## src/rtl/debug_bp_pkg.sv

```systemverilog
// Shared encodings, state type and length-mask helper for the debug breakpoint unit.
package debug_bp_pkg;

    localparam logic [1:0] LEN_1 = 2'b00;
    localparam logic [1:0] LEN_2 = 2'b01;
    localparam logic [1:0] LEN_8 = 2'b10;
    localparam logic [1:0] LEN_4 = 2'b11;

    localparam logic [1:0] RW_EXEC  = 2'b00;
    localparam logic [1:0] RW_WRITE = 2'b01;
    localparam logic [1:0] RW_RSVD  = 2'b10;
    localparam logic [1:0] RW_RDWR  = 2'b11;

    typedef enum logic {
        IDLE = 1'b0,
        HOLD = 1'b1
    } state_t;

    // Low address bits ignored by a breakpoint of the given length.
    function automatic logic [2:0] len_mask(input logic [1:0] len);
        case (len)
            LEN_2:   len_mask = 3'b001;
            LEN_4:   len_mask = 3'b011;
            LEN_8:   len_mask = 3'b111;
            default: len_mask = 3'b000;
        endcase
    endfunction

endpackage

```

## src/rtl/debug_bp_channel.sv

```systemverilog
// One breakpoint channel: data-range overlap and code-address compare.
module debug_bp_channel
    import debug_bp_pkg::*;
#(
    parameter int AW = 32
) (
    input  logic [AW-1:0] bp_addr,
    input  logic [1:0]    bp_len,
    input  logic [1:0]    bp_rw,
    input  logic [1:0]    bp_en,
    input  logic [AW-1:0] first,
    input  logic [AW-1:0] last,
    input  logic          write,
    input  logic [AW-1:0] code_addr,
    output logic          data_match,
    output logic          code_match
);

    logic [AW-1:0] mask;
    logic [AW-1:0] lo;
    logic [AW-1:0] hi;
    logic          rw_ok;
    logic          overlap;

    always_comb begin
        mask      = '0;
        mask[2:0] = len_mask(bp_len);
        lo        = bp_addr & ~mask;
        hi        = bp_addr | mask;
        rw_ok     = (bp_rw == RW_RDWR) || ((bp_rw == RW_WRITE) && write);
        // A wrapped access covers [first, max] plus [0, last].
        if (last < first)
            overlap = (first <= hi) || (last >= lo);
        else
            overlap = (first <= hi) && (last >= lo);
        data_match = (|bp_en) && rw_ok && overlap;
        code_match = (|bp_en) && (bp_rw == RW_EXEC) && ((code_addr & ~mask) == lo);
    end

endmodule

```

## src/rtl/debug_bp_unit.sv

```systemverilog
// Breakpoint and debug-trap collection unit for the write stage.
// Optional per-channel hit counters are enabled with DEBUG_BP_HITCNT_EN.
module debug_bp_unit
    import debug_bp_pkg::*;
#(
    parameter int NUM_BP = 4,
    parameter int AW     = 32,
    parameter int CNT_W  = 8
) (
    input  logic                    clk,
    input  logic                    rst,
    input  logic [NUM_BP*AW-1:0]    bp_addr,
    input  logic [2*NUM_BP-1:0]     bp_len,
    input  logic [2*NUM_BP-1:0]     bp_rw,
    input  logic [2*NUM_BP-1:0]     bp_en,
    input  logic                    acc_valid,
    input  logic [AW-1:0]           acc_addr,
    input  logic [3:0]              acc_size,
    input  logic                    acc_write,
    input  logic [AW-1:0]           code_addr,
    input  logic                    code_ok,
    input  logic                    rflag,
    input  logic                    tflag,
    input  logic                    string_busy,
    input  logic                    task_trig,
    input  logic                    inhibit,
    input  logic                    trap_clear,
    input  logic                    instr_finished,
    output logic                    finish_ready,
    output logic                    debug_prepare,
    output logic [NUM_BP-1:0]       stat_code,
    output logic [NUM_BP-1:0]       stat_data,
    output logic                    stat_step,
    output logic                    stat_task,
    output logic                    stat_valid,
`ifdef DEBUG_BP_HITCNT_EN
    input  logic                    hit_cnt_clr,
    output logic [NUM_BP*CNT_W-1:0] hit_cnt,
`endif
    input  logic                    stat_ack
);

    logic [AW-1:0]     first_p1;
    logic [AW-1:0]     last_p1;
    logic              write_p1;
    logic              vld_p1;
    logic [NUM_BP-1:0] hit_p2;
    logic              vld_p2;

    logic [NUM_BP-1:0] match;
    logic [NUM_BP-1:0] code_raw;
    logic [NUM_BP-1:0] code_hit;
    logic [NUM_BP-1:0] acc_data;
    logic              step;
    state_t            state;

    logic [AW-1:0]     size_ext;
    logic [AW-1:0]     last_c;
    logic              accept;
    logic              cause;
    logic              fire;

    always_comb begin
        size_ext = (acc_size == 4'd0) ? AW'(1) : AW'(acc_size);
        last_c   = acc_addr + size_ext - AW'(1);
        code_hit = (code_ok && !rflag && !string_busy) ? code_raw : '0;
        accept   = instr_finished && finish_ready && (state == IDLE);
        cause    = task_trig || step || (|code_hit) || (|acc_data);
        fire     = accept && !inhibit && cause;
    end

    for (genvar i = 0; i < NUM_BP; i++) begin : g_ch
        debug_bp_channel #(.AW(AW)) u_ch (
            .bp_addr    (bp_addr[i*AW +: AW]),
            .bp_len     (bp_len[2*i +: 2]),
            .bp_rw      (bp_rw[2*i +: 2]),
            .bp_en      (bp_en[2*i +: 2]),
            .first      (first_p1),
            .last       (last_p1),
            .write      (write_p1),
            .code_addr  (code_addr),
            .data_match (match[i]),
            .code_match (code_raw[i])
        );
    end

    // P1 captures the access span, P2 captures the per-channel compare result
    always_ff @(posedge clk) begin
        first_p1 <= acc_addr;
        last_p1  <= last_c;
        write_p1 <= acc_write;
        hit_p2   <= match;
    end

    always_ff @(posedge clk) begin
        if (rst) begin
            vld_p1 <= 1'b0;
            vld_p2 <= 1'b0;
        end else begin
            vld_p1 <= acc_valid;
            vld_p2 <= vld_p1;
        end
    end

    // Commit / hold state machine and the trap accumulators
    always_ff @(posedge clk) begin
        if (rst) begin
            state         <= IDLE;
            acc_data      <= '0;
            step          <= 1'b0;
            finish_ready  <= 1'b0;
            debug_prepare <= 1'b0;
            stat_code     <= '0;
            stat_data     <= '0;
            stat_step     <= 1'b0;
            stat_task     <= 1'b0;
            stat_valid    <= 1'b0;
        end else begin
            debug_prepare <= 1'b0;
            case (state)
                IDLE: begin
                    if (fire) begin
                        debug_prepare <= 1'b1;
                        stat_code     <= code_hit;
                        stat_data     <= acc_data;
                        stat_step     <= step;
                        stat_task     <= task_trig;
                        stat_valid    <= 1'b1;
                        state         <= HOLD;
                    end
                end
                HOLD: begin
                    if (stat_ack) begin
                        stat_code  <= '0;
                        stat_data  <= '0;
                        stat_step  <= 1'b0;
                        stat_task  <= 1'b0;
                        stat_valid <= 1'b0;
                        state      <= IDLE;
                    end
                end
                default: state <= IDLE;
            endcase

            if (trap_clear || ((state == HOLD) && stat_ack)) begin
                acc_data <= '0;
                step     <= 1'b0;
            end else if (accept && !inhibit) begin
                step <= tflag;
                if (!cause)
                    acc_data <= '0;
            end else if (vld_p2) begin
                acc_data <= acc_data | hit_p2;
            end

            // Ready next cycle only if nothing will sit in P1/P2 and we stay idle.
            finish_ready <= !acc_valid && !vld_p1 &&
                            ((state == IDLE) ? !fire : stat_ack);
        end
    end

`ifdef DEBUG_BP_HITCNT_EN
    logic [CNT_W-1:0] cnt [NUM_BP];

    always_ff @(posedge clk) begin
        if (rst || hit_cnt_clr) begin
            for (int i = 0; i < NUM_BP; i++)
                cnt[i] <= '0;
        end else if (fire) begin
            for (int i = 0; i < NUM_BP; i++)
                if ((code_hit[i] || acc_data[i]) && (cnt[i] != '1))
                    cnt[i] <= cnt[i] + 1'b1;
        end
    end

    for (genvar i = 0; i < NUM_BP; i++) begin : g_cnt
        assign hit_cnt[i*CNT_W +: CNT_W] = cnt[i];
    end
`else
    // CNT_W only sizes the optional hit counters.
    if (CNT_W < 1) begin : g_cnt_w_unused
    end
`endif

endmodule
```

## config.mk

```make
export PLATFORM = sky130hd
export DESIGN_NAME = debug_bp_unit
export DESIGN_NICKNAME = d
export VERILOG_FILES = /design/src/rtl/debug_bp_pkg.sv /design/src/rtl/debug_bp_channel.sv /design/src/rtl/debug_bp_unit.sv
export SDC_FILE = /design/constraint.sdc
export NUM_CORES = 1
export LEC_CHECK = 0
export CAP_MARGIN = 25
export CORE_UTILIZATION = 51
export CTS_BUF_LIST = sky130_fd_sc_hd__clkbuf_16
export DETAILED_ROUTE_END_ITERATION = 8
export PLACE_DENSITY = 0.79
export SLEW_MARGIN = 20
export SYNTH_ARGS = -nofsm -noshare
export SYNTH_HDL_FRONTEND = slang
export SYNTH_SLANG_ARGS = --single-unit
```

## constraint.sdc

```tcl
create_clock -name clk -period 8.68 [get_ports clk]
set_clock_uncertainty 0.1 [all_clocks]
set_input_delay 1.736 -clock clk [delete_from_list [all_inputs] [get_ports clk]]
set_output_delay 1.736 -clock clk [all_outputs]
set_load 0.01 [all_outputs]
```

==> impl_metrics.toml <==
[worst_setup_path]
arrival_ns = 5.34
start_kind = "primary input"
path_cells = "clkdlybuf4s50_1 > inv_1 > a31oi_1 > ha_1 > inv_1 > ha_1 > fa_1 > a211oi_1 > o21ai_1 > and2_1 > a31oi_2 > o31ai_1 > a221o_1 > nand4_1 > o211ai_1"
critical-path-max-stage-delay_ns = 0.60
cp_max_fo = 5
r2r_start = "last_p1[0]$_DFF_P_"
required_ns = 8.81
path_class = "primary input to flip-flop"
critPathSlowestCell = "a211oi_1"
end_kind = "flip-flop"
r2r_setup_slack_ns = 5.35
path_delay_family = "compound AO/OA/AOI/OAI gates"
startpoint = "acc_size[2]"
path_buf_inv = 3

[run_status]
status = "finished clean"

[grt]
grt_most_used_layer = "met2"
gr-usage-met3 = 0.05502
met2_usage = 0.6006
grtUsageMet1 = 0.4726
grt_pass1_wl_um = 67410
grt_pass1_vias = 12040
globalRouteTotalUtil = 0.3683
overflow = 0
grt_max_degree = 17
antenna_found_initial = 1

[synthesis]
synth-simple-area-share = 0.1661
synth-seq-area-share = 0.1457
synth_xor_area_frac = 0.1070
synth_fa_ha_area_frac = 0.3274
synth_edf_count = 0
ys_types = 70
yosys_register_bits = 90
synth_compound_area_frac = 0.1869
async_reset_ff_frac = 0
syn-cell-area_um2 = 12360
netlist_instances = 1537
synth_warnings = 0
syn_avg_cell_area_um2 = 8.043
synth_nets = 2092
synth_ff_type = "dfxtp_1"
synth_top_family_by_area = "adder cells"
muxShareOfSynthArea = 0

[power]
finalPower_mw = 1.958
vdd_ir_drop_max_mv = 0.08220
p_leak_nw = 7.271
power_density_nw_per_um2 = 126.7

[cts]
clockBufferDepth = 2
cts_hold_buffers = 0
cts_setup_buffers = 0
cts-resized-gates = 0
cts.clk_slew.worst_paths_ns = 0.07
cts.sinks = 90
root_buffer = "clkbuf_16"
cts_tree = "done"
cts_htree_levels = 3
cts-buffers-inserted = 9
worstSkewPairLatency_ns = 0.37

[route]
wl_per_cell_um = 21.99
drt_iter0_markers = 1115
finalWirelength_um = 46140
avgViaCountPerCell = 6.062
route.detailed.drc = 0
dr_total_vias = 12720
drtPass1Iterations = 5
ant_nets = 0

[finish]
final_common_cell = "ha_1"
nets = 2328
drive_gt1_frac = 0.01688
final_cells = 2098
final_cell_mix = "ha_1 (321), clkdlybuf4s50_1 (245), inv_1 (199)"
final_cell_area_um2 = 15450
fillers = 2060
syn_to_final_growth_pct = 25.00
post-route-util = 0.6544

[sta]
fin_ws_ns = 3.470
max_freq_ghz = 0.1919
worst_slew_pin_slew_ns = 0.8209
setup_viol = 0
period_needed_ns = 5.210
fin_crit_sh = 0.6002
drv_slew = 0
slew-limit-headroom = 0.4516
finalHoldViolations = 0
rsz0062_at_grt = "no"
hold-worst-slack_ns = 0.3526
setup_tns_ns = 0

[place]
pre_cts_ws_ns = 3.077
dpl.hpwl_um = 40110
dp.cells = 2081
dpl_cell_area_um2 = 15140
gp_congestion = 1.027
port_buffers = 245

[floorplanning]
row_count = 56
design.core.area_um2 = 23610
die_y_um = 157.7
die_area_um2 = 24870
initial_core_util = 0.5235
die_w_um = 157.7
io_pins = 246

[run]
maxCapViolations = 0

[min_path]
hold_class = "flip-flop to flip-flop"
min_from = "stat_step$_SDFFE_PP0P_"
[worst min-delay path, delay by kind of cell, from the launching register on]
kind	cells	cell delay, ns
AND/OR/NAND/NOR	1	0.05
AO/OA/AOI/OAI	1	0.05
flip-flops	1	0.31
[flip-flops by register name, summed over array words and instances (netlist names)]
name and count:
acc_data 4, debug_prepare 1, finish_ready 1, first_p1 32, hit_p2 4, last_p1 32, stat_code 4, stat_data 4
stat_step 1, stat_task 1, stat_valid 1, state 1, step 1, vld_p1 1, vld_p2 1, write_p1 1
[worst paths after layout]
path / end / depth (start not counted)
worst max-delay path: last_p1[31]$_DFF_P_ / 15
worst min-delay path: stat_step$_SDFFE_PP0P_ / 2
worst max register to register: hit_p2[2]$_DFF_P_ / 10
worst min register to register: stat_step$_SDFFE_PP0P_ / 2
[Yosys cell counts (9+ instances only)]
library cell	n	area (um2)
a21o_1	42	315.3
xnor2_1	112	980.9
dfxtp_1	90	1802
o21ai_0	65	325.3
a2111oi_0	13	113.9
o21ai_1	21	105.1
clkbuf_1	21	78.83
nor2_1	68	255.2
and3_1	11	68.82
ha_1	321	4016
nor2b_1	12	75.07
a211oi_1	22	165.2
a21oi_1	99	495.5
xor2_1	39	341.6
inv_1	199	747.0
nand3_1	42	210.2
nor4_1	18	112.6
o211ai_1	9	67.56
nand2_1	94	352.8
a31oi_1	13	81.33
nor3_1	28	140.1
nand4_1	67	419.2
nand2b_1	16	100.1
[cells by family (layout without fill, tap and decap cells)]
logic type	Yosys count	count (layout)
flops	90	90
buf+inv	220	460
compound gates	356	356
fa+ha+maj	323	323
simple gates	397	397
xor+xnor	151	151
other cells	0	2
[area by class of cell]
class / instances / area, um2 / area share
well taps: 319 / 399.1 / 0.02583
repair buffers: 246 / 2460 / 0.1592
multi-input cells: 1227 / 9741 / 0.6304
diodes: 2 / 5.005 / 0.0003239
inverters: 199 / 747.0 / 0.04834
clock inverters: 6 / 73.82 / 0.004777
flip-flops and latches: 90 / 1802 / 0.1166
clock buffers: 9 / 225.2 / 0.01457
[power by group]
| group | internal (mW) | switching, mW |
|---|---|---|
| Sequential | 0.460 | 0.100 |
| Clock | 0.226 | 0.193 |
| Combinational | 0.449 | 0.529 |
| Total | 1.14 | 0.823 |
[layer usage]
metal  part of all wire  vias to the layer above
met3              0.096                      122
met5                  0                        -
met4              0.046                        0
li1                   -                     6059
met2               0.44                      642
met1               0.42                     5896
No activity file was read; power rests on OpenSTA's default activity.
